### config.mk
export PLATFORM = sky130hd
export DESIGN_NAME = fifo_wr_arb
export DESIGN_NICKNAME = d
export VERILOG_FILES = /design/src/rtl/fifo_wr_arb.sv
export SDC_FILE = /design/constraint.sdc
export NUM_CORES = 1
export LEC_CHECK = 0
export BUFFER_PORTS_ARGS = -buffer_cell sky130_fd_sc_hd__buf_4
export CAP_MARGIN = 25
export CORE_MARGIN = 2
export CORE_UTILIZATION = 46
export DETAILED_ROUTE_END_ITERATION = 12
export HOLD_SLACK_MARGIN = 0.15
export PLACE_DENSITY = 0.84
export SLEW_MARGIN = 20
export SYNTH_ARGS = -nofsm -noshare
export SYNTH_HDL_FRONTEND = slang
export SYNTH_SLANG_ARGS = --single-unit
### constraint.sdc
create_clock -name clk -period 3 [get_ports clk]
set_input_delay 0.6 -clock clk [delete_from_list [all_inputs] [get_ports clk]]
set_output_delay 0.6 -clock clk [all_outputs]
set_load 0.02 [all_outputs]
### src/rtl/fifo_wr_arb.sv
// Purpose: round-robin arbiter that lets NUM_REQ requesters write bursts into one shared FIFO.
// Latency: 0 cycles; a beat is written to the FIFO in the same cycle its ack is high.
// Backpressure: fifo_full suppresses every ack. A burst holds its grant while stalled and releases it when the owner drops req.
//
// Ports:
//   clk, rst              rising-edge clock; synchronous active-high reset
//   req/req_last/req_data per-requester beat valid, end-of-packet flag and data (DATA_WIDTH slice per requester)
//   ack                   one-hot or zero; the acked beat is written this cycle
//   fifo_wr_en/_data      write port of the shared FIFO; data is 0 when nothing is written
//   fifo_full             full flag from the shared FIFO
//   owner                 current burst owner, or the most recent grantee
//   busy                  high while a burst holds the grant
// Build option: FIFO_ARB_PRIO0_EN gives requester 0 absolute priority whenever no burst is in progress.
module fifo_wr_arb #(
    parameter int DATA_WIDTH = 8,
    parameter int NUM_REQ    = 4,
    parameter int MAX_BURST  = 4
) (
    input  logic                          clk,
    input  logic                          rst,
    input  logic [NUM_REQ-1:0]            req,
    input  logic [NUM_REQ-1:0]            req_last,
    input  logic [NUM_REQ*DATA_WIDTH-1:0] req_data,
    output logic [NUM_REQ-1:0]            ack,
    output logic                          fifo_wr_en,
    output logic [DATA_WIDTH-1:0]         fifo_wr_data,
    input  logic                          fifo_full,
    output logic [$clog2(NUM_REQ)-1:0]    owner,
    output logic                          busy
);

    localparam int PW = $clog2(NUM_REQ);
    localparam int CW = $clog2(MAX_BURST) + 1;

`ifdef FIFO_ARB_PRIO0_EN
    localparam bit PRIO0 = 1'b1;
`else
    localparam bit PRIO0 = 1'b0;
`endif

    typedef enum logic {IDLE, BURST} state_t;

    state_t        state, state_nxt;
    logic [PW-1:0] rr_ptr, rr_ptr_nxt;
    logic [PW-1:0] owner_q, owner_nxt;
    logic [CW-1:0] beat_cnt, beat_cnt_nxt;
    logic [PW-1:0] sel;
    logic          sel_vld;
    logic [PW-1:0] gnt_idx;

    function automatic logic [PW-1:0] next_idx(input logic [PW-1:0] i);
        return (i == PW'(NUM_REQ - 1)) ? '0 : i + PW'(1);
    endfunction

    // With the priority option, grants to requester 0 leave the
    // round-robin pointer alone so the other requesters keep their order.
    function automatic logic ptr_moves(input logic [PW-1:0] i);
        return !(PRIO0 && (i == '0));
    endfunction

    // Cyclic scan from rr_ptr. Walking from the far end backwards lets the
    // nearest requester overwrite the others, so the first hit wins.
    always_comb begin
        int idx;
        sel     = '0;
        sel_vld = 1'b0;
        idx     = 0;
        for (int k = NUM_REQ - 1; k >= 0; k--) begin
            idx = int'(rr_ptr) + k;
            if (idx >= NUM_REQ) begin
                idx = idx - NUM_REQ;
            end
            if (req[idx]) begin
                sel     = PW'(idx);
                sel_vld = 1'b1;
            end
        end
        if (PRIO0 && req[0]) begin
            sel     = '0;
            sel_vld = 1'b1;
        end
    end

    always_comb begin
        state_nxt    = state;
        rr_ptr_nxt   = rr_ptr;
        owner_nxt    = owner_q;
        beat_cnt_nxt = beat_cnt;
        ack          = '0;
        gnt_idx      = owner_q;
        case (state)
            IDLE: begin
                gnt_idx = sel;
                if (sel_vld && !fifo_full) begin
                    ack[sel]  = 1'b1;
                    owner_nxt = sel;
                    if (req_last[sel] || (MAX_BURST == 1)) begin
                        if (ptr_moves(sel)) begin
                            rr_ptr_nxt = next_idx(sel);
                        end
                    end else begin
                        state_nxt    = BURST;
                        beat_cnt_nxt = CW'(1);
                    end
                end
            end
            BURST: begin
                if (!req[owner_q]) begin
                    // Owner went quiet: give the grant back and skip past it.
                    state_nxt    = IDLE;
                    beat_cnt_nxt = '0;
                    if (ptr_moves(owner_q)) begin
                        rr_ptr_nxt = next_idx(owner_q);
                    end
                end else if (!fifo_full) begin
                    ack[owner_q] = 1'b1;
                    if (req_last[owner_q] || (beat_cnt + CW'(1) == CW'(MAX_BURST))) begin
                        // Packet done or burst cap hit; a capped requester
                        // simply re-arbitrates for the rest of its packet.
                        state_nxt    = IDLE;
                        beat_cnt_nxt = '0;
                        if (ptr_moves(owner_q)) begin
                            rr_ptr_nxt = next_idx(owner_q);
                        end
                    end else begin
                        beat_cnt_nxt = beat_cnt + CW'(1);
                    end
                end
            end
            default: begin
                state_nxt = IDLE;
            end
        endcase
        // Reset acts in the same cycle so a burst in flight writes nothing.
        if (rst) begin
            ack = '0;
        end
    end

    always_ff @(posedge clk) begin
        if (rst) begin
            state    <= IDLE;
            rr_ptr   <= '0;
            owner_q  <= '0;
            beat_cnt <= '0;
        end else begin
            state    <= state_nxt;
            rr_ptr   <= rr_ptr_nxt;
            owner_q  <= owner_nxt;
            beat_cnt <= beat_cnt_nxt;
        end
    end

    assign fifo_wr_en   = |ack;
    assign fifo_wr_data = fifo_wr_en ? req_data[gnt_idx*DATA_WIDTH +: DATA_WIDTH] : '0;
    assign busy         = (state == BURST) && !rst;
    assign owner        = rst ? '0 : owner_q;

endmodule

=== Word-level counts from Yosys, hierarchy flattened ===
Index checks and enable logic that the tools add are counted.

* Add/sub/neg operators: 10
* Order comparisons: 12
* Eq/ne operators: 8
* Shift-type cells: 1
* Mux-type cells: 62
* Bitwise logic cells: 1
* Reduce and logical (&&, ||, !) cells: 11

{| class="wikitable"
|+ Operator list
! operator !! number
|-
| less-than comparator 32 x 4 -> 1 bit, second input constant || 4
|-
| two-way mux 32 bit || 4
|-
| variable part select 32 x 6 -> 8 bit || 1
|-
| two-way mux 2 bit || 13
|-
| two-way mux 1 bit || 22
|-
| two-way mux 4 bit || 4
|-
| two-way mux 3 bit || 5
|-
| binary-select mux 1 bit (select 2 bit) || 7
|-
| subtractor 3 x 3 -> 4 bit, second input constant || 3
|-
| >= comparator 3 bit, second input constant || 3
|-
| two-way mux 8 bit || 1
|-
| one-hot mux 4 bit (2 select lines) || 1
|-
| adder 2 x 2 -> 3 bit, second input constant || 2
|-
| less-than comparator 2 x 3 -> 1 bit, second input constant || 2
|-
| inequality test 2 bit, second input constant || 3
|-
| one-hot mux 3 bit (2 select lines) || 1
|-
| adder 2 x 1 -> 2 bit, second input constant || 2
|-
| demux 1 bit (select 2 bit) || 2
|-
| == test 2 bit, second input constant || 2
|-
| >= comparator 2 x 1 -> 1 bit, second input constant || 2
|-
| logical AND 1 bit || 4
|-
| one-hot mux 2 bit (2 select lines) || 1
|-
| AND reduction 4 bit || 1
|-
| OR reduction 4 bit || 1
|-
| other kinds (13) || 14
|}

* Register bits after elaboration: 8
* Output and inout bits: 16

=== Logic depth before layout (Yosys ltp) ===
* Depth after elaboration: 19
* Gate-level depth with buffers: 8

=== Least setup slack after synthesis ===
No wires, ideal clock.

* Kind: input -> output
* Start: input port req[0]
* End: output port fifo_wr_data[0]
* Data arrival time: 2.372 ns
* Setup slack: 0.028 ns
* Cell stages on the path: 8
* Path buffers: 0
* Path through: and2_4 and2_4 nor3_4 inv_1 ha_1 o41ai_1 nand2_1 and2_1

* Longest elaborated chain between the ends: 16

{| class="wikitable"
|+ RTL lines
! item !! RTL line !! RTL
|-
| from (decl) || 21 || <nowiki>input logic [NUM_REQ-1:0] req,</nowiki>
|-
| binary-select mux 1 bit (select 2 bit) || 73 || <nowiki>if (req[idx]) begin</nowiki>
|-
| two-way mux 1 bit (not written as such) (2 in a row) || 73 ||
|-
| two-way mux 2 bit (3 in a row) || 73 ||
|-
| two-way mux 2 bit (*) || 73 ||
|-
| via sel[0] || 47 || <nowiki>logic [PW-1:0] sel;</nowiki>
|-
| less-than comparator 2 x 3 -> 1 bit (not written as such) or >= comparator 2 x 1 -> 1 bit (tied branches) || 95 || <nowiki>ack[sel] = 1'b1;</nowiki>
|-
| logical AND 1 bit (not written as such) || 95 ||
|-
| two-way mux 1 bit (not written as such) || 95 ||
|-
| demux 1 bit (select 2 bit) (*) || 95 ||
|-
| two-way mux 4 bit (*) || 94 || <nowiki>if (sel_vld && !fifo_full) begin</nowiki>
|-
| one-hot mux 4 bit (2 select lines) (*) || 91 || <nowiki>case (state)</nowiki>
|-
| two-way mux 4 bit (*) || 135 || <nowiki>if (rst) begin</nowiki>
|-
| OR reduction 4 bit (*) || 154 || <nowiki>assign fifo_wr_en = |ack;</nowiki>
|-
| via fifo_wr_en || 25 || <nowiki>output logic fifo_wr_en,</nowiki>
|-
| two-way mux 8 bit (*) || 155 || <nowiki>assign fifo_wr_data = fifo_wr_en ? req_data[gnt_idx*DATA_WIDTH +: DATA_WIDTH] : '0;</nowiki>
|-
| to (decl) || 26 || <nowiki>output logic [DATA_WIDTH-1:0] fifo_wr_data,</nowiki>
|}

The timed path passes the listed nets; every way through them passes the cells marked *. The select of a mux whose other input is x is not followed.

=== Final worst setup path ===
* Start: input port req[2]
* End: output port fifo_wr_data[4]

* Longest elaborated chain between the ends: 16

{| class="wikitable"
|+ RTL lines
! item !! RTL line
|-
| binary-select mux 1 bit (select 2 bit) || 73
|-
| two-way mux 1 bit (not written as such) (2 in a row) || 73
|-
| two-way mux 2 bit (3 in a row) || 73
|-
| two-way mux 2 bit (*) || 73
|-
| via sel[0] || 47
|-
| less-than comparator 2 x 3 -> 1 bit (not written as such) or >= comparator 2 x 1 -> 1 bit (tied branches) || 95
|-
| logical AND 1 bit (not written as such) || 95
|-
| two-way mux 1 bit (not written as such) || 95
|-
| demux 1 bit (select 2 bit) || 95
|-
| two-way mux 4 bit || 94
|-
| one-hot mux 4 bit (2 select lines) || 91
|-
| two-way mux 4 bit || 135
|-
| OR reduction 4 bit || 154
|-
| two-way mux 8 bit (*) || 155
|}

Marked as above.

==> impl_metrics.tcl <==
set metrics [dict create \
    die_h_um 54.8 \
    grt_max_degree 13 \
    synth.avg_cell_area_um2 9.65 \
    worstSkewPairLatency_ps 260 \
    synth_mux_area_share_pct 22.6 \
    start_util_pct 48.4 \
    dpl.hpwl_mm 2.85 \
    cts_made_buffers 3 \
    met1_length_mm 1.36 \
    synth_seq_cells 8 \
    r2r-end "beat_cnt[2]$_SDFFE_PP0P_" \
    final.min_clock_period_ps 2960 \
    yosysWarnings 0 \
    final_nets 255 \
    die_area_um2 3000 \
    r2r_setup_slack_ps 750 \
    design.portCount 59 \
    cts_buffer_depth 2 \
    tightest_slew_ps 612 \
    path_max_fanout 8 \
    clk_pin_slew_ps 60 \
    layout_setup_ws_ps 42.3 \
    p_leak_nw 0.883 \
    top_layer "met4" \
    maxCapViolCount 0 \
    yosysTopAreaCell "mux4_2" \
    cp.required_ps 2400 \
    wl_met3_um 457 \
    cts_root_buf "clkbuf_4" \
    holdCritStartpoint "beat_cnt[1]$_SDFFE_PP0P_" \
    hold_violations 0 \
    ys_types 45 \
    synthSimpleGateAreaFrac_pct 25.4 \
    antenna_found_initial 0 \
    rows 18 \
    clock_sinks 8 \
    yosysSeqAreaShare_pct 13.5 \
    async_reset_ff_share_pct 0 \
    holdWs_ps 514 \
    die_x_um 54.8 \
    power_density_nw_per_um2 446 \
    grt_pass1_wl_mm 5.21 \
    track_usage_pct 24.0 \
    overflow 0 \
    skew_ps 0.507 \
    port_buffers 58 \
    holdPathStages 2 \
    synth_fa_ha_area_share_pct 10.5 \
    whs_endpoint "beat_cnt[1]$_SDFFE_PP0P_" \
    fill_cells 166 \
    first_pass_iters 4 \
    pre_cts_slack_ps -60.3 \
    setup_viol 0 \
    met2_length_mm 1.90 \
    synth_area_um2 1190 \
    synth-compound-area-share_pct 24.4 \
    final_antenna_net_count 0 \
    synth_top_family_by_area "simple AND/OR/NAND/NOR gates" \
    status "finished clean" \
    critPathArrivalTime_ps 2360 \
    peakVddDrop_mv 0.374 \
    drt_iter0_markers 38 \
    vias_per_cell 5.91 \
    core_area_um2 2450 \
    drc 0 \
    min_path_type "reg -> reg" \
    critical_path.endpoint_type "output pin" \
    synth-xor-area-share_pct 0.738 \
    reg2reg_from "state$_SDFF_PP0_" \
    post-route-period-util_pct 98.6 \
    area.growth.synth_to_final_pct 64.8 \
    setup_tns_ps 0 \
    syn-num-nets 176 \
    h-tree-depth 1 \
    wirelength_mm 3.76 \
    cts_tree "yes" \
    yosys.area.top_type_share_pct 19.0 \
    slew_violations 0 \
    timing.fmax_mhz 338 \
    synth_edf_count 0 \
    netlist_instances 123 \
    netlist_top_cells_area "mux4_2, dfxtp_1, ha_1" \
    dr_total_vias 1360 \
    layout-drive-gt1-share_pct 61.5 \
    grt_pass1_vias 1206 \
    avgRoutedWirePerCell_um 16.4 \
    n_antenna_cell 0 \
    rr_worst_depth 8 \
    maxSlewHeadroom_pct 58.7 \
    crit_type "in -> out" \
    synth_ff_type "dfxtp_1" \
    cp-start-kind "input port" \
    rsz0062_at_grt "true" \
    place.gp.congestion 0.846 \
]
==> how the worst max path moves through the flow <==
stage | end | slack, ps | startpoint | cells after the start
floorplan | fifo_wr_data[0] | 30 | req[0] | 8
global placement | fifo_wr_data[7] | -40 | req[0] | 10
detailed placement | fifo_wr_data[7] | -60 | req[0] | 10
CTS | fifo_wr_data[0] | 10 | req[0] | 10
global route | fifo_wr_data[7] | -40 | req[0] | 10
finish | fifo_wr_data[4] | 40 | req[2] | 10
==> layout by cell type (no fill, tap or decap), types with 2 or more instances in the layout <==
cell	instances
nor4_1	3
nor2_1	6
nor3_1	2
a21oi_1	6
o21ai_0	4
buf_4	65
o41ai_4	2
nand2_2	2
ha_1	7
nand2b_1	4
clkbuf_4	3
nand3_1	3
ha_4	2
nor2_2	2
inv_2	2
and2_1	2
and2_4	10
a22o_1	4
a211oi_2	2
dfxtp_1	7
mux2i_1	2
inv_1	5
nand2b_4	2
buf_6	8
a311oi_1	2
nand2_1	4
mux4_2	10
==> flip-flops by register name, indices dropped and copies added (netlist names) <==
register,cells
beat_cnt,3
owner_q,2
state,1
rr_ptr,2
==> critical path, stage by stage <==
cell and delay, ps:
buf_6 120, mux2i_1 90, nor2_2 180, nor3_4 70, buf_6 140, mux2i_4 160
buf_12 160, mux4_2 510, and2_4 170, buf_4 150
==> repair_timing <==
item                       CTS  global route
pin swaps                    4             8
hold buffers                 0             0
buffers inserted             0             4
cloned                       1             0
resized for setup            9            25
setup endpoints to repair    8             8
==> kinds of logic (layout without fill, tap and decap cells) <==
group	Yosys count	in the layout
AND/OR/NAND/NOR	48	49
AO/OA/AOI/OAI	34	34
multiplexers	13	13
adder cells (fa/ha/maj)	10	10
buffers and inverters	9	85
flip-flops	8	8
XOR/XNOR	1	1
==> synthesized netlist by cell type (2+ instances only) <==
master and count:
nor4_1 3, o41ai_1 2, mux2i_1 2, a21oi_2 2, nand3_1 3, a22o_1 4, mux4_2 10, ha_1 10
clkbuf_1 2, nor3_1 2, and2_4 3, nand2_1 5, and2_1 9, a311oi_1 2, a211oi_2 2, nand2b_1 6
o21ai_0 4, nor2_1 7, inv_1 7, dfxtp_1 8, a21oi_1 6
==> where the power goes <==
part	total [mW]	internal [mW]	leakage (nW)	switching, mW
sequential	0.144	0.123	0.0658	0.0210
clock	0.0893	0.0462	0.0138	0.0431
combinational	0.639	0.346	0.804	0.293
total	0.873	0.516	0.883	0.357
==> metal layers <==
metal  vias to the layer above  GRT usage [%]
met5                         -              0
met2                        87           45.2
met3                         9           6.56
met1                       627           25.7
li1                        637              -
met4                         0           6.67
==> metrics by stage <==
step	instance area [um^2]	cells	total power [mW]	util [%]
floorplan	1190	123	0.486	-
global placement	1760	222	0.674	71.8
detailed placement	1760	222	0.695	71.8
CTS	1830	226	0.808	74.5
global route	1960	230	0.925	79.7
finish	1960	230	0.873	79.7
==> area by class of cell <==
cell class / count / area (um^2) / share of cell area (%)
Inverter: 7 / 26.3 / 1.34
Multi-Input combinational cell: 107 / 1100 / 56.0
Clock buffer: 3 / 22.5 / 1.15
Sequential cell: 8 / 161 / 8.25
Timing Repair Buffer: 75 / 613 / 31.3
Tap cell: 30 / 37.5 / 1.92
No activity file was read; power rests on OpenSTA's default activity.
